**src/rtl/i2c_rx_fsm_p_if.sv**
```systemverilog
// Bus between the SCL/SDA edge detector, the I2C receive controller and the loader.
// The detector side uses master and the receive controller uses slave.
interface i2c_rx_fsm_p_if #(
  parameter int DATA_W    = 8,
  parameter int MAX_BYTES = 4
);
  localparam int CNT_W = $clog2(MAX_BYTES + 1);

  logic              start_in;
  logic              stop_in;
  logic              scl_rise_in;
  logic              scl_fall_in;
  logic              sda_in;
  logic [DATA_W-1:0] data_out;
  logic              valid_out;
  logic [CNT_W-1:0]  byte_cnt_out;
  logic              oe_out;
  logic              clr_out;
  logic              frame_done_out;
  logic              nack_out;
  logic              busy_out;

  modport master (
    output start_in, stop_in, scl_rise_in, scl_fall_in, sda_in,
    input  data_out, valid_out, byte_cnt_out, oe_out, clr_out,
           frame_done_out, nack_out, busy_out
  );

  modport slave (
    input  start_in, stop_in, scl_rise_in, scl_fall_in, sda_in,
    output data_out, valid_out, byte_cnt_out, oe_out, clr_out,
           frame_done_out, nack_out, busy_out
  );
endinterface

```
**src/rtl/i2c_rx_fsm_p.sv**
```systemverilog
// I2C slave receive controller: optional address phase, DATA_W-bit data bytes,
// up to MAX_BYTES bytes per frame, ACK pull-down on SDA via oe_out.
//
// state      | meaning
// S_IDLE     | bus idle, waiting for START
// S_ADDR     | shifting in 7-bit address + R/W
// S_ADDR_ACK | two-fall window driving the address ACK
// S_DATA     | shifting in a data byte
// S_DATA_ACK | two-fall window driving the data ACK
// S_IGNORE   | NACKed frame, waiting for STOP or START
module i2c_rx_fsm_p #(
  parameter int         DATA_W    = 8,
  parameter int         MAX_BYTES = 4,
  parameter int         ADDR_EN   = 1,
  parameter logic [6:0] DEV_ADDR  = 7'h2A
) (
  input  logic           clk,
  input  logic           rst,
  i2c_rx_fsm_p_if.slave  bus
);
  localparam int CNT_W = $clog2(MAX_BYTES + 1);
  // Holds all but the newest bit; wide enough for the 8-bit address byte.
  localparam int SW = (DATA_W > 8) ? DATA_W : 8;

  typedef enum logic [2:0] {
    S_IDLE, S_ADDR, S_ADDR_ACK, S_DATA, S_DATA_ACK, S_IGNORE
  } state_t;

  localparam state_t S_FIRST = (ADDR_EN != 0) ? S_ADDR : S_DATA;

  state_t            state_q, state_d;
  logic [SW-2:0]     shift_q, shift_d;
  logic [4:0]        bit_q, bit_d;
  logic [DATA_W-1:0] data_q, data_d;
  logic [CNT_W-1:0]  cnt_q, cnt_d;
  logic              oe_q, oe_d;
  logic              valid_q, valid_d;
  logic              clr_q, clr_d;
  logic              fd_q, fd_d;
  logic              nack_q, nack_d;

  logic [7:0]        addr_byte;
  logic [DATA_W-1:0] data_byte;
  logic [SW-2:0]     shift_next;

  assign addr_byte  = {shift_q[6:0], bus.sda_in};
  assign data_byte  = {shift_q[DATA_W-2:0], bus.sda_in};
  assign shift_next = {shift_q[SW-3:0], bus.sda_in};

  always_comb begin
    state_d = state_q;
    shift_d = shift_q;
    bit_d   = bit_q;
    data_d  = data_q;
    cnt_d   = cnt_q;
    oe_d    = oe_q;
    valid_d = 1'b0;
    clr_d   = 1'b0;
    fd_d    = 1'b0;
    nack_d  = 1'b0;

    if (bus.stop_in) begin
      if (state_q != S_IDLE) begin
        state_d = S_IDLE;
        clr_d   = 1'b1;
        oe_d    = 1'b0;
        fd_d    = (cnt_q != '0);
      end
    end else if (bus.start_in) begin
      clr_d   = (state_q != S_IDLE);
      state_d = S_FIRST;
      bit_d   = '0;
      cnt_d   = '0;
      oe_d    = 1'b0;
    end else begin
      case (state_q)
        S_ADDR: begin
          if (bus.scl_rise_in) begin
            shift_d = shift_next;
            bit_d   = bit_q + 5'd1;
            if (bit_q == 5'd7) begin
              if (addr_byte[7:1] == DEV_ADDR && !addr_byte[0]) begin
                state_d = S_ADDR_ACK;
              end else begin
                state_d = S_IGNORE;
                nack_d  = 1'b1;
              end
            end
          end
        end
        S_ADDR_ACK, S_DATA_ACK: begin
          // First fall opens the ACK bit, second fall closes it.
          if (bus.scl_fall_in && !bus.scl_rise_in) begin
            if (!oe_q) begin
              oe_d = 1'b1;
            end else begin
              oe_d    = 1'b0;
              state_d = S_DATA;
              bit_d   = '0;
            end
          end
        end
        S_DATA: begin
          if (bus.scl_rise_in) begin
            shift_d = shift_next;
            bit_d   = bit_q + 5'd1;
            if (bit_q == 5'(DATA_W - 1)) begin
              if (cnt_q < CNT_W'(MAX_BYTES)) begin
                data_d  = data_byte;
                valid_d = 1'b1;
                cnt_d   = cnt_q + CNT_W'(1);
                state_d = S_DATA_ACK;
              end else begin
                nack_d  = 1'b1;
                state_d = S_IGNORE;
              end
            end
          end
        end
        S_IGNORE: oe_d = 1'b0;
        default:  state_d = state_q;
      endcase
    end
  end

  always_ff @(posedge clk) begin
    if (rst) begin
      state_q <= S_IDLE;
      shift_q <= '0;
      bit_q   <= '0;
      data_q  <= '0;
      cnt_q   <= '0;
      oe_q    <= 1'b0;
      valid_q <= 1'b0;
      clr_q   <= 1'b0;
      fd_q    <= 1'b0;
      nack_q  <= 1'b0;
    end else begin
      state_q <= state_d;
      shift_q <= shift_d;
      bit_q   <= bit_d;
      data_q  <= data_d;
      cnt_q   <= cnt_d;
      oe_q    <= oe_d;
      valid_q <= valid_d;
      clr_q   <= clr_d;
      fd_q    <= fd_d;
      nack_q  <= nack_d;
    end
  end

  assign bus.data_out       = data_q;
  assign bus.valid_out      = valid_q;
  assign bus.byte_cnt_out   = cnt_q;
  assign bus.oe_out         = oe_q;
  assign bus.clr_out        = clr_q;
  assign bus.frame_done_out = fd_q;
  assign bus.nack_out       = nack_q;
  assign bus.busy_out       = (state_q != S_IDLE);
endmodule

```
**src/flat_wrapper.sv**
```systemverilog
// flat-port wrapper written by rule: the top's interface ports become plain ports
module i2c_rx_fsm_p_flat 
#(
  parameter int         DATA_W    = 8,
  parameter int         MAX_BYTES = 4,
  parameter int         ADDR_EN   = 1,
  parameter logic [6:0] DEV_ADDR  = 7'h2A
)
  (clk, rst, bus_start_in, bus_stop_in, bus_scl_rise_in, bus_scl_fall_in, bus_sda_in, bus_data_out, bus_valid_out, bus_byte_cnt_out, bus_oe_out, bus_clr_out, bus_frame_done_out, bus_nack_out, bus_busy_out);
  i2c_rx_fsm_p_if #(.DATA_W(DATA_W), .MAX_BYTES(MAX_BYTES)) bus_i ();
  input  logic clk;
  input  logic rst;
  input wire logic [$bits(bus_i.start_in)-1:0] bus_start_in;
  input wire logic [$bits(bus_i.stop_in)-1:0] bus_stop_in;
  input wire logic [$bits(bus_i.scl_rise_in)-1:0] bus_scl_rise_in;
  input wire logic [$bits(bus_i.scl_fall_in)-1:0] bus_scl_fall_in;
  input wire logic [$bits(bus_i.sda_in)-1:0] bus_sda_in;
  output wire logic [$bits(bus_i.data_out)-1:0] bus_data_out;
  output wire logic [$bits(bus_i.valid_out)-1:0] bus_valid_out;
  output wire logic [$bits(bus_i.byte_cnt_out)-1:0] bus_byte_cnt_out;
  output wire logic [$bits(bus_i.oe_out)-1:0] bus_oe_out;
  output wire logic [$bits(bus_i.clr_out)-1:0] bus_clr_out;
  output wire logic [$bits(bus_i.frame_done_out)-1:0] bus_frame_done_out;
  output wire logic [$bits(bus_i.nack_out)-1:0] bus_nack_out;
  output wire logic [$bits(bus_i.busy_out)-1:0] bus_busy_out;
  assign bus_i.start_in = bus_start_in;
  assign bus_i.stop_in = bus_stop_in;
  assign bus_i.scl_rise_in = bus_scl_rise_in;
  assign bus_i.scl_fall_in = bus_scl_fall_in;
  assign bus_i.sda_in = bus_sda_in;
  assign bus_data_out = bus_i.data_out;
  assign bus_valid_out = bus_i.valid_out;
  assign bus_byte_cnt_out = bus_i.byte_cnt_out;
  assign bus_oe_out = bus_i.oe_out;
  assign bus_clr_out = bus_i.clr_out;
  assign bus_frame_done_out = bus_i.frame_done_out;
  assign bus_nack_out = bus_i.nack_out;
  assign bus_busy_out = bus_i.busy_out;
  i2c_rx_fsm_p #(.DATA_W(DATA_W), .MAX_BYTES(MAX_BYTES), .ADDR_EN(ADDR_EN), .DEV_ADDR(DEV_ADDR)) u_core (.clk(clk), .rst(rst), .bus(bus_i));
endmodule
```
**config.mk**
```make
export PLATFORM = sky130hd
export DESIGN_NAME = i2c_rx_fsm_p_flat
export DESIGN_NICKNAME = d
export VERILOG_FILES = /design/src/rtl/i2c_rx_fsm_p_if.sv /design/src/rtl/i2c_rx_fsm_p.sv /design/src/flat_wrapper.sv
export SDC_FILE = /design/constraint.sdc
export NUM_CORES = 1
export LEC_CHECK = 0
export BUFFER_PORTS_ARGS = -buffer_cell sky130_fd_sc_hd__buf_4
export CAP_MARGIN = 10
export CORE_UTILIZATION = 55
export CTS_CLUSTER_SIZE = 40
export DETAILED_ROUTE_END_ITERATION = 7
export PLACE_DENSITY = 0.78
export SLEW_MARGIN = 20
export SYNTH_ARGS = -nofsm -noshare
export SYNTH_HDL_FRONTEND = slang
export SYNTH_SLANG_ARGS = --single-unit
```
**constraint.sdc**
```tcl
create_clock -name clk -period 2.5 [get_ports clk]
set_input_delay 0.125 -clock clk [delete_from_list [all_inputs] [get_ports clk]]
set_output_delay 0.125 -clock clk [all_outputs]
set_load 0.05 [all_outputs]
```
* Word-level counts from Yosys, hierarchy flattened
Cells that the tools add are included.
** Word-level totals
- Input port bits :: 7
- Word-level logic and storage cells :: 99
- Output and inout bits :: 17
- Register bits :: 31
** Operators by class
- Eq/ne operators :: 17
- Muxes and demuxes :: 39
- Reduce and logical (&&, ||, !) cells :: 24
- Bitwise operators :: 6
- Add/sub/neg operators :: 2
- Magnitude comparators :: 1
** Operator list (count)
- $mux W3 :: 15
- $mux W5 :: 4
- $mux W1 :: 16
- $ne A4 B3 Y1 const B :: 4
- $pmux W5 S2 :: 1
- $reduce_and A5 Y1 :: 2
- $pmux W3 S3 :: 1
- $reduce_bool A3 Y1 :: 3
- $ne A4 B4 Y1 const B :: 2
- $reduce_and A8 Y1 :: 1
- $reduce_bool A2 Y1 :: 4
- $eq A7 B6 Y1 const B :: 1
- $eq A3 B2 Y1 const B :: 2
- $eq A3 B3 Y1 const B :: 2
- $ne A3 B2 Y1 const B :: 2
- $not A1 Y1 :: 6
- $reduce_and A6 Y1 :: 1
- $reduce_or A3 Y1 :: 2
- $reduce_or A6 Y1 :: 1
- $add A5 B1 Y5 const B :: 1
- $eq A5 B3 Y1 const B :: 1
- $reduce_bool A5 Y1 :: 1
- $pmux W1 S2 :: 2
- $reduce_and A4 Y1 :: 1
- other kinds (10) :: 13

* Logic depth before layout (Yosys ltp)
Gate-level depths: netlist of run 1.
- Depth in word-level cells :: 8
- Mapped depth :: 6
- Gate-level depth less buffers :: 5

* Worst setup path after synthesis of run 1
No wires, ideal clock.
- Kind :: register to register
- Start point :: register u_core.oe_q (netlist: u_core.bus.oe_out)
- End point :: register u_core.bit_q[1]
- Data arrival time :: 1798 ps
- Setup time :: 71 ps
- Cell stages (with the launch flop) :: 5
- Path slack :: 632 ps
- Buffers on the path :: 0
- Period minus slack after synthesis :: 1868 ps
- Data required time :: 2429 ps
- Cells stage by stage :: dfxtp_1 nor4bb_1 a211oi_1 or4b_1 a21oi_1
** On the way
- Longest elaborated chain between the ends :: 2
** RTL lines
- from (decl) :: line i2c_rx_fsm_p.sv:36 : logic oe_q, oe_d;
- from (signal assigned) :: line i2c_rx_fsm_p.sv:133 : oe_q <= 1'b0;
- from (signal assigned) :: line i2c_rx_fsm_p.sv:144 : oe_q <= oe_d;
- $ne A3 B2 Y1 (no source line)
- $reduce_and A5 Y1 (no source line)
- to (signal assigned) :: line i2c_rx_fsm_p.sv:141 : bit_q <= bit_d;
- to (decl) :: line i2c_rx_fsm_p.sv:33 : logic [4:0] bit_q, bit_d;
No other way between the ends.
A chain may end at the register's enable or synchronous reset.

* Worst setup path in the final report of run 1
- Start point :: register u_core.state_q[1]
- End point :: register u_core.data_q[4] (netlist: u_core.bus.data_out[4])
** On the way
- Longest elaborated chain between the ends :: 2
** RTL lines
- from (decl) :: line i2c_rx_fsm_p.sv:31 : state_t state_q, state_d;
- from (signal assigned) :: line i2c_rx_fsm_p.sv:139 : state_q <= state_d;
- $eq A3 B2 Y1 :: line i2c_rx_fsm_p.sv:76 : case (state_q)
- $reduce_and A6 Y1 (no source line)
- to (signal assigned) :: line i2c_rx_fsm_p.sv:142 : data_q <= data_d;
- to (decl) :: line i2c_rx_fsm_p.sv:34 : logic [DATA_W-1:0] data_q, data_d;
No other way between the ends.

==> key figures, run 1 <==
Status
  • Status: complete, no violations

Logic synthesis
  • Most used DFF post-synth: dfxtp_1
  • Synth top area cells: dfxtp_1, mux2i_1, nor2_1, a21oi_1, ha_1
  • Top-area cell type share of the netlist area: 40.96%
  • Number of synthesized flops with an enable pin: 0
  • Cell taking the most area after synthesis: dfxtp_1
  • Post-synthesis cell type count: 49
  • Warnings, synthesis: 0
  • Synthesis-stage register bit count: 31
  • Post-synthesis sequential area ratio: 40.96%
  • Syn nets: 168
  • Cell count after synthesis: 158
  • Async SR Flop Fraction: 0%
  • Syn avg cell area: 9.590 sq um
  • Synthesized area: 1515 sq um

Die
  • # rows: 18
  • Die Span Y: 54.49 um
  • Starting Density: 59.54%
  • Total core area: 2545 sq um
  • Full die area: 2969 sq um
  • Die Wd: 54.49 um
  • IO Pins: 24

Power
  • Leakage dissipation: 0.7781 nW
  • Max VDD drop: 0.4905 mV
  • Final Power: 1.000 mW
  • Clock share of power: 41.7%
  • Switching share of power: 23.75%
  • Comb pwr share: 7.8%
  • Switching Power: 0.2375 mW
  • Internal Pwr Total: 0.7625 mW
  • Power Density: 567.7 nW/um^2
  • Reg power frac: 50.5%

Clock network
  • PostCTS Resize Cnt: 0
  • Post-cts hold buffer count: 0
  • Post-CTS setup repair buffer count: 0
  • Total clock sinks: 31
  • CTS root buffer: clkbuf_4
  • Worst-path clk slew: 100 ps
  • Longest Clk Path Bufs: 2
  • TritonCTS Buffers: 5
  • CTS H-tree lvls: 2
  • CTS tree: built
  • Worst skew pair latency: 330 ps

Detailed routing
  • WL final: 3123 um
  • Antenna-violating nets left: 0
  • Initial DRC count: 35
  • Via count: 1253
  • Remaining DRCs: 0
  • Pre-antenna DRT Iters: 4
  • WL/cell: 14.80 um
  • Vias per cell: 5.938

Placed design
  • Gpl congestion: 0.8400
  • Port Buffers: 23
  • Detail Placement HPWL: 2133 um
  • Placed insts: 203

Setup path
  • CP Launch Type: register
  • Critical path peak fanout: 11
  • Worst Path Arrival: 2150 ps
  • Critical path class: register to register
  • Worst path required time: 2720 ps
  • Worst setup EP type: register

Finish
  • Share of post-route cells with drive strength above 1: 19.89%
  • Area Overhead vs Synth: 16.27%
  • Fill cell count: 202
  • Final net count: 190
  • Diode count: 0
  • Non-filler cells, final: 211
  • Fin util: 69.22%

STA
  • Fin. max-slew vios: 0
  • Worst-Margin Slew: 605.2 ps
  • RSZ-0062 raised after global routing: false
  • Final Critical Period: 1931 ps
  • Rel. slew slack: 59.41%
  • Max Freq: 0.5177 GHz
  • Period utilization: 77.26%
  • Final setup viols: 0
  • Final Hold Viols: 0
  • Clock Skew: 5.015 ps
  • Final setup TNS: 0 ps

Flow run
  • Max Cap Viol: 0

GRT
  • Total congestion overflow: 0
  • Antenna violations before repair: 0
  • Vias in the first global route: 1061
  • First-pass GRT wire length: 4995 um
  • Largest net degree at the start of global routing: 34
  • GR Util All Layers: 24.03%

Hold path
  • HP Class: primary input to register
[synth_stat cells (all sizes together) (2+ instances only)]
library cell  count
dfxtp            31
nor2             21
mux2i            15
a21oi             8
inv               6
buf               5
nand2b            5
nor3              5
o21ai             5
clkbuf            4
and2b             3
ha                3
nand3             3
nor3b             3
o31ai             3
or3b              3
a211oi            2
nand4bb           2
nor4bb            2
o211ai            2
o2bb2ai           2
o311ai            2
or2               2
or3               2
or4               2
[sequential cells by signal, indices dropped and copies added (netlist names)]
signal and cells:
u_core.bit_q 5, u_core.bus.byte_cnt_out 3, u_core.bus.clr_out 1, u_core.bus.data_out 8, u_core.bus.frame_done_out 1, u_core.bus.nack_out 1, u_core.bus.oe_out 1, u_core.bus.valid_out 1
u_core.shift_q 7, u_core.state_q 3
[critical path: stages, from the launching register on]
cell	delay (ps)
dfxtp_1	590
nand4bb_1	340
or4_4	620
mux2i_1	210
nor2_1	60
[power groups by stage]
stage	registers, mW	clock network, mW	logic [mW]
floorplan	0.515	0	0.0574
global placement	0.516	0	0.0759
detailed placement	0.516	0	0.0780
CTS	0.505	0.423	0.0780
global route	0.506	0.443	0.0861
finish	0.505	0.417	0.0783
[kinds of logic (layout without fill, tap and decap cells)]
family	after synthesis	count (layout)	synth area share (%)
compound gates	30	30	13.54
xor+xnor	2	2	1.652
fa+ha+maj	3	3	2.478
buf+inv	15	38	5.284
flops	31	31	40.96
mux	15	15	9.909
simple gates	62	62	26.18
[layout by cell type, fill, tap and decap left out, types with 3 or more instances in the layout]
master / netlist / layout
nand3_1: 3 / 3
a21oi_1: 8 / 8
mux2i_1: 15 / 15
nor3b_1: 3 / 3
nor3_1: 5 / 5
o31ai_1: 3 / 3
o21ai_0: 3 / 3
dfxtp_1: 31 / 31
and2b_1: 3 / 3
nor2_1: 21 / 21
ha_1: 3 / 3
clkbuf_4: 0 / 5
nand2b_1: 5 / 5
inv_1: 6 / 6
buf_4: 2 / 24
[path summary, 6_finish.rpt]
| check | end | slack [ps] | from | cells after the start |
|---|---|---|---|---|
| setup / recovery | u_core.bus.data_out[4]$_SDFFE_PP0P_ | 570 | u_core.state_q[1]$_SDFFE_PP0P_ | 4 |
| hold reg to reg | u_core.bit_q[4]$_SDFFE_PP0P_ | 500 | u_core.bit_q[4]$_SDFFE_PP0P_ | 2 |
| hold / removal | u_core.bus.data_out[0]$_SDFFE_PP0P_ | 40 | bus_sda_in | 3 |
| setup reg to reg | u_core.bus.data_out[4]$_SDFFE_PP0P_ | 570 | u_core.state_q[1]$_SDFFE_PP0P_ | 4 |
[metal layers]
metal	global-route usage, %	vias up	wire, um
met5	0	-	0
met3	7.778	6	129
met2	36.79	35	1488
met1	31.37	592	1473
li1	-	620	-
met4	8.547	0	31
[final cells by class]
cell class	instances	area [sq um]	area share, %
multi-input cells	112	814.5	46.24
flip-flops and latches	31	620.6	35.23
repair buffers	24	180.2	10.23
clock buffers	6	51.30	2.912
well taps	30	37.54	2.131
clock inverters	2	35.03	1.989
inverters	6	22.52	1.278
[per-stage QoR]
stage	cell area [sq um]	worst slack (ps)	hold WS (ps)
floorplan	1515	631.8	268.9
global placement	1675	687.5	383.2
detailed placement	1675	620.2	383.2
CTS	1762	548.2	34.38
global route	1762	427.9	30.02
finish	1762	568.6	42.75
(Power assumes the default switching activity.)
==> inputs of run 2 (changes only) <==
--- a/config.mk
+++ b/config.mk
@@ -7,10 +7,10 @@
 export LEC_CHECK = 0
 export BUFFER_PORTS_ARGS = -buffer_cell sky130_fd_sc_hd__buf_4
 export CAP_MARGIN = 10
-export CORE_UTILIZATION = 55
+export CORE_UTILIZATION = 50
 export CTS_CLUSTER_SIZE = 40
 export DETAILED_ROUTE_END_ITERATION = 7
-export PLACE_DENSITY = 0.78
+export PLACE_DENSITY = 0.75
 export SLEW_MARGIN = 20
 export SYNTH_ARGS = -nofsm -noshare
 export SYNTH_HDL_FRONTEND = slang
==> constraint.sdc (replaced) <==
create_clock -name clk -period 1.7 [get_ports clk]
set_input_delay 0.085 -clock clk [delete_from_list [all_inputs] [get_ports clk]]
set_output_delay 0.085 -clock clk [all_outputs]
set_load 0.05 [all_outputs]
==> run 2 against run 1 <==
  * The flow now finishes with violations (design-rule violations)
  * Via count grew 4.7%
  * Worst setup slack lost 540 ps
  * Largest power group unchanged
  * Sequential share of layout area shrank 3.0 points
  * Cell count grew 8.1%
  * Flip-flop and latch count is the same
  * Fmax grew 16%
  * Clock skew grew 0.86 ps
  * Wire length grew 9.8%
  * Clock-buffer cell count is the same
  * Critical endpoint is now u_core.state_q[0]$_SDFFE_PP0P_
  * Global-route usage shrank 1.5 points
  * Design area grew 11%
==> key figures, run 2 (synthesis gave the netlist of run 1 again) <==
Status
  • Status: finished, violations left
  • Failing checks: design-rule violations

STA
  • RSZ-0062 raised after global routing: true
  • Final setup TNS: 0 ps (unchanged)
  • Hold_ws: 126.4 ps (+83.68 ps)
  • Worst-Margin Slew: 491.9 ps (-113.3 ps)
  • Max Freq: 0.5981 GHz (+16%)
  • Final Hold Viols: 0 (unchanged)
  • PnR worst setup slack: 28.17 ps (-540.4 ps)
  • Period utilization: 98.34% (+21 points)
  • Final setup viols: 0 (unchanged)
  • Fin. max-slew vios: 0 (unchanged)
  • Final Critical Period: 1672 ps (-259.6 ps)
  • Clock Skew: 5.874 ps (+0.8584 ps)
  • Rel. slew slack: 67.01% (+7.6 points)

Placed design
  • Gpl congestion: 0.7964 (-5.2%)
  • Detail Placement HPWL: 2307 um (+8.1%)
  • Port Buffers: 23 (unchanged)
  • Dpl ws: -181.9 ps (-802.1 ps)
  • Cell Area, Placed: 1787 sq um (+6.6%)
  • Placed insts: 216 (+6.4%)

Finish
  • Fin util: 69.49% (+0.27 points)
  • Diode count: 0 (unchanged)
  • Most frequent standard cell in the layout excluding fill and tap cells: buf_4
  • Post-Layout Inst Area: 1949 sq um (+11%)
  • Area Overhead vs Synth: 28.65%
  • Largest register FFs: 8 (unchanged)
  • Fill cell count: 224 (+11%)
  • Non-filler cells, final: 228 (+8.1%)
  • Final net count: 206 (+8.4%)
  • Commonest non-fill, non-tap cells in the layout: buf_4, dfxtp_1, nor2_1, mux2i_1, a21oi_1
  • Share of post-route cells with drive strength above 1: 31.47% (+12 points)

Detailed routing
  • Via count: 1312 (+4.7%)
  • Antenna-violating nets left: 0 (unchanged)
  • Initial DRC count: 52 (+49%)
  • WL/cell: 15.04 um (+1.6%)
  • WL final: 3428 um (+9.8%)
  • Remaining DRCs: 2 (+2)
  • Pre-antenna DRT Iters: 6 (+2)
  • Vias per cell: 5.754 (-3.1%)

GRT
  • GRT busiest layer: met2
  • Largest net degree at the start of global routing: 34 (unchanged)
  • First-pass GRT wire length: 5568 um (+11%)
  • Vias in the first global route: 1246 (+17%)
  • GR Util All Layers: 22.52% (-1.5 points)
  • Met3 Usage GRT: 6.803% (-0.98 points)
  • Antenna violations before repair: 0 (unchanged)
  • M2 GR Usage: 37.14% (+0.35 points)
  • M1 GR Usage: 28.25% (-3.1 points)
  • Total congestion overflow: 0 (unchanged)

Setup path
  • Worst setup EP type: register
  • Critical path class: register to register
  • Worst Path Arrival: 1910 ps (-240 ps)
  • Critical path peak fanout: 4 (-7)
  • Slowest cell on the critical path: or4_1
  • Worst path cell trace: ha_4 -> nand4bb_4 -> a32o_1 -> or4_1 -> o32ai_1
  • CP Launch Type: register
  • Peak per-stage delay on the critical path: 480 ps (-140 ps)
  • Worst path required time: 1940 ps (-780 ps)

Clock network
  • CTS H-tree lvls: 2 (unchanged)
  • Worst-path clk slew: 90 ps (about the same)
  • CTS root buffer: clkbuf_4
  • CTS tree: built
  • Longest Clk Path Bufs: 2 (unchanged)
  • Total clock sinks: 31 (unchanged)
  • Worst skew pair latency: 330 ps (about the same)
  • TritonCTS Buffers: 5 (unchanged)

Power
  • Max VDD drop: 0.5564 mV (+13%)
  • Leakage dissipation: 0.8515 nW (+9.4%)
  • Power Density: 764.5 nW/um^2 (+35%)
  • Final Power: 1.490 mW (+49%)

Die
  • Full die area: 3255 sq um (+9.6%)
  • Total core area: 2805 sq um (+10%)
  • Die Span Y: 57.05 um (+4.7%)
  • Die Wd: 57.05 um (+4.7%)
  • # rows: 19 (+1)
  • IO Pins: 24 (unchanged)
  • Starting Density: 54.01% (-5.5 points)

Flow run
  • Max Cap Viol: 0 (unchanged)

Hold path
  • HP Class: primary input to register
run 2: timing repair:
item	4_1_cts	5_1_grt
hold buffers	1	0
gates resized for setup	6	5
endpoints found under the hold margin	2	0
pin swaps	1	2
setup buffers	0	2
cloned	1	0
setup endpoints to repair	9	6
run 2: worst paths after layout:
check / startpoint / endpoint / slack, ps / depth (start not counted)
worst max register to register: u_core.bit_q[1]$_SDFFE_PP0P_ / u_core.state_q[0]$_SDFFE_PP0P_ / 30 / 5
worst max-delay path: u_core.bit_q[1]$_SDFFE_PP0P_ / u_core.state_q[0]$_SDFFE_PP0P_ / 30 / 5
worst min register to register: u_core.bit_q[4]$_SDFFE_PP0P_ / u_core.bit_q[4]$_SDFFE_PP0P_ / 490 / 2
worst min-delay path: bus_start_in / u_core.state_q[0]$_SDFFE_PP0P_ / 130 / 3
run 2: power by group:
part	internal (mW)	switching, mW
registers	0.732	0.00936
logic	0.0623	0.0880
clock network	0.347	0.251
run 2: layout make-up:
cell class,instances,area (sq um),share of cell area [%]
Multi-Input combinational cell,113,878.3,45.06
Sequential cell,31,628.1,32.22
Timing Repair Buffer,39,295.3,15.15
Clock buffer,6,51.30,2.632
Tap cell,31,38.79,1.990
Clock inverter,2,35.03,1.797
Inverter,6,22.52,1.155
run 2: routing by layer:
| layer | part of all wire [%] | up-vias |
|---|---|---|
| met1 | 46 | 622 |
| met3 | 3.8 | 9 |
| li1 | - | 655 |
| met5 | 0 | - |
| met4 | 1.4 | 0 |
| met2 | 49 | 26 |
run 2: worst max-delay path, delay by kind of cell (launching register included):
family	cells	cell delay, ps
adder cells (fa/ha/maj)	1	150
AND/OR/NAND/NOR	2	630
flip-flops	1	360
AO/OA/AOI/OAI	2	440
==> inputs of run 3 (changes only) <==
--- a/config.mk
+++ b/config.mk
@@ -5,12 +5,13 @@
 export SDC_FILE = /design/constraint.sdc
 export NUM_CORES = 1
 export LEC_CHECK = 0
+export ABC_AREA = 1
 export BUFFER_PORTS_ARGS = -buffer_cell sky130_fd_sc_hd__buf_4
 export CAP_MARGIN = 10
-export CORE_UTILIZATION = 50
+export CORE_UTILIZATION = 49
 export CTS_CLUSTER_SIZE = 40
 export DETAILED_ROUTE_END_ITERATION = 7
-export PLACE_DENSITY = 0.75
+export PLACE_DENSITY = 0.74
 export SLEW_MARGIN = 20
 export SYNTH_ARGS = -nofsm -noshare
 export SYNTH_HDL_FRONTEND = slang
==> run 3 against run 2 <==
  * Highest routed layer unchanged
  * Clock power decreased by 28%
  * Combinational power increased to 3.8 times the previous value
  * Cell count increased by 19%
  * Hold slack got worse by 120 ps
  * Clock-buffer cell count unchanged
  * Die area decreased by 1.1%
  * The run still ends with design-rule violations left
  * Critical endpoint is now u_core.bit_q[0]$_SDFFE_PP0P_
  * Design area decreased by 9.3%
  * First-iteration DRC count increased by 29%
  * Global-route usage decreased by 1.7 points
  * Non-clock buffer count decreased by 12
==> key figures, run 3 <==
Hold path
  • Worst Min Path Start: bus_sda_in
  • HP Class: primary input to register

Clock network
  • Worst-path clk slew: 90 ps (about the same)
  • CTS H-tree lvls: 2 (unchanged)
  • Total clock sinks: 31 (unchanged)
  • Worst skew pair latency: 320 ps (about the same)
  • CTS tree: built
  • Post-CTS setup repair buffer count: 0 (unchanged)
  • CTS root buffer: clkbuf_4
  • Longest Clk Path Bufs: 2 (unchanged)
  • TritonCTS Buffers: 5 (unchanged)

Placed design
  • Port Buffers: 23 (unchanged)
  • Detail Placement HPWL: 2242 um (-2.8%)
  • Cell Area, Placed: 1687 sq um (-5.6%)
  • Gpl congestion: 0.8286 (+4.0%)

Logic synthesis
  • Post-synthesis cell type count: 24 (-51%)
  • Synthesis-stage register bit count: 31 (unchanged)
  • Cell taking the most area after synthesis: dfxtp_1
  • Async SR Flop Fraction: 0% (unchanged)
  • Syn avg cell area: 7.022 sq um (-27%)
  • Top post-synthesis cells by count: nand2_1, dfxtp_1, inv_1
  • Post-synthesis sequential area ratio: 42.28% (+1.3 points)
  • Most common cell in the netlist: nand2_1
  • Most used DFF post-synth: dfxtp_1
  • Synth top area cells: dfxtp_1, nand2_1, inv_1, nor2_1, a21oi_1
  • Top-area cell type share of the netlist area: 42.28% (+1.3 points)
  • Synthesized area: 1468 sq um (-3.1%)
  • Warnings, synthesis: 0 (unchanged)
  • Cell count after synthesis: 209 (+32%)
  • Number of synthesized flops with an enable pin: 0 (unchanged)
  • Syn nets: 219 (+30%)

STA
  • Final Critical Period: 1526 ps (-146.0 ps)
  • Final setup TNS: 0 ps (unchanged)
  • RSZ-0062 raised after global routing: false
  • Rel. slew slack: 83.15% (+16 points)
  • Clock Skew: 8.195 ps (+2.321 ps)
  • Worst-Margin Slew: 250.4 ps (-241.4 ps)
  • Max Freq: 0.6554 GHz (+9.6%)
  • Final setup viols: 0 (unchanged)
  • Hold_ws: 11.32 ps (-115.1 ps)
  • Fin. max-slew vios: 0 (unchanged)
  • Final Hold Viols: 0 (unchanged)
  • Period utilization: 89.75% (-8.6 points)

Setup path
  • Peak per-stage delay on the critical path: 450 ps (-30 ps)
  • Worst path top cell family by delay: simple AND/OR/NAND/NOR gates
  • Worst path cell trace: inv_1 -> nand2_1 -> nand3_1 -> nand2_1 -> nand3_1 -> nand2_1 -> o21ai_0 -> nand2_1 -> nor2_1
  • Crit path from: u_core.state_q[2]$_SDFFE_PP0P_
  • Buf+Inv Stages, Crit Path: 1 (+1)
  • Worst path required time: 1930 ps (about the same)
  • Worst Path Arrival: 1750 ps (-160 ps)
  • Most used cell, CP: nand2_1
  • Critical path peak fanout: 7 (+3)
  • Slowest cell on the critical path: dfxtp_1
  • Worst setup EP type: register
  • Critical path class: register to register
  • R2r startpoint: u_core.state_q[2]$_SDFFE_PP0P_
  • CP Launch Type: register

Die
  • IO Pins: 24 (unchanged)
  • # rows: 19 (unchanged)
  • Total core area: 2805 sq um (unchanged)
  • Die Span Y: 56.73 um (-0.56%)
  • Full die area: 3218 sq um (-1.1%)
  • Starting Density: 52.32% (-1.7 points)
  • Die Wd: 56.73 um (-0.56%)

Detailed routing
  • Via count: 1393 (+6.2%)
  • Initial DRC count: 67 (+29%)
  • Pre-antenna DRT Iters: 6 (unchanged)
  • WL/cell: 11.22 um (-25%)
  • Antenna-violating nets left: 0 (unchanged)
  • WL final: 3053 um (-11%)
  • Vias per cell: 5.121 (-11%)
  • Remaining DRCs: 2 (unchanged)

GRT
  • Antenna violations before repair: 0 (unchanged)
  • First-pass GRT wire length: 5175 um (-7.1%)
  • Largest net degree at the start of global routing: 19 (-44%)
  • Total congestion overflow: 0 (unchanged)
  • GR Util All Layers: 20.77% (-1.7 points)
  • Vias in the first global route: 1243 (-0.24%)

Status
  • Status: finished, violations left
  • Failing checks: design-rule violations

Finish
  • Register area: 620.6 sq um (-1.2%)
  • Final net count: 251 (+22%)
  • Share of post-route cells with drive strength above 1: 17.84% (-14 points)
  • Fin util: 63.02% (-6.5 points)
  • Fill cell count: 276 (+23%)
  • Commonest non-fill, non-tap cells in the layout: nand2_1, dfxtp_1, inv_1, nor2_1, buf_4
  • Area Overhead vs Synth: 20.46%
  • Footprint of the multi-input gates: 729.5 sq um (-17%)
  • Most frequent standard cell in the layout excluding fill and tap cells: nand2_1
  • Largest register FFs: 8 (unchanged)
  • Diode count: 0 (unchanged)
  • Post-Layout Inst Area: 1768 sq um (-9.3%)

Power
  • Max VDD drop: 0.5327 mV (-4.3%)
  • Power Density: 1040 nW/um^2 (+36%)
  • Leakage dissipation: 0.8533 nW (+0.22%)
  • Final Power: 1.838 mW (+23%)

Flow run
  • Max Cap Viol: 0 (unchanged)
## run 3: what timing repair did
action | CTS | global route
endpoints found under the setup margin | 0 | 5
resized for setup | 0 | 1
endpoints found under the hold margin | 5 | 0
hold buffers | 2 | 0
## run 3: worst min-delay path, cell delays in order
cell	delay (ps)
buf_4	80
o21ai_1	60
nor2_1	70
## run 3: final cells by class
class	count	area share [%]
Timing Repair Buffer	27	11.75
Inverter	30	6.511
Tap cell	31	2.194
Multi-Input combinational cell	146	41.26
Clock inverter	1	0.2831
Clock buffer	6	2.902
Sequential cell	31	35.10
## run 3: kinds of logic (layout without fill, tap and decap cells)
kind of cell,Yosys count,in the layout,synth area share (%)
adder cells (fa/ha/maj),3,3,2.558
AND/OR/NAND/NOR,96,96,29.58
XOR/XNOR,2,2,1.194
buffers and inverters,32,64,8.355
AO/OA/AOI/OAI,45,45,16.03
flip-flops,31,31,42.29
## run 3: path summary, 6_finish.rpt
| check | end | cells past startpoint | slack (ps) |
|---|---|---|---|
| worst max-delay path | u_core.bit_q[0]$_SDFFE_PP0P_ | 9 | 170 |
| worst min-delay path | u_core.bus.data_out[0]$_SDFFE_PP0P_ | 3 | 10 |
| worst max register to register | u_core.bit_q[0]$_SDFFE_PP0P_ | 9 | 170 |
| worst min register to register | u_core.shift_q[6]$_SDFFE_PP0P_ | 2 | 490 |
## run 3: report_power, final
part / internal [mW] / switching (mW)
logic: 0.175 / 0.393
registers: 0.787 / 0.0548
clock network: 0.191 / 0.238
## run 3: layer usage
metal  wire, um  up-vias  global-route usage [%]
li1           -      737                       -
met1       1458      614                   26.00
met2       1416       32                   32.82
met3        112       10                   5.069
met4         65        0                   11.15
met5          0        -                       0
## run 3: per-stage QoR
stage	setup WS [ps]	instances
2_1_floorplan	232.4	209
3_3_place_gp	237.8	263
3_5_place_dp	187.3	263
4_1_cts	161.6	272
5_1_grt	19.38	272
6_report	174.2	272
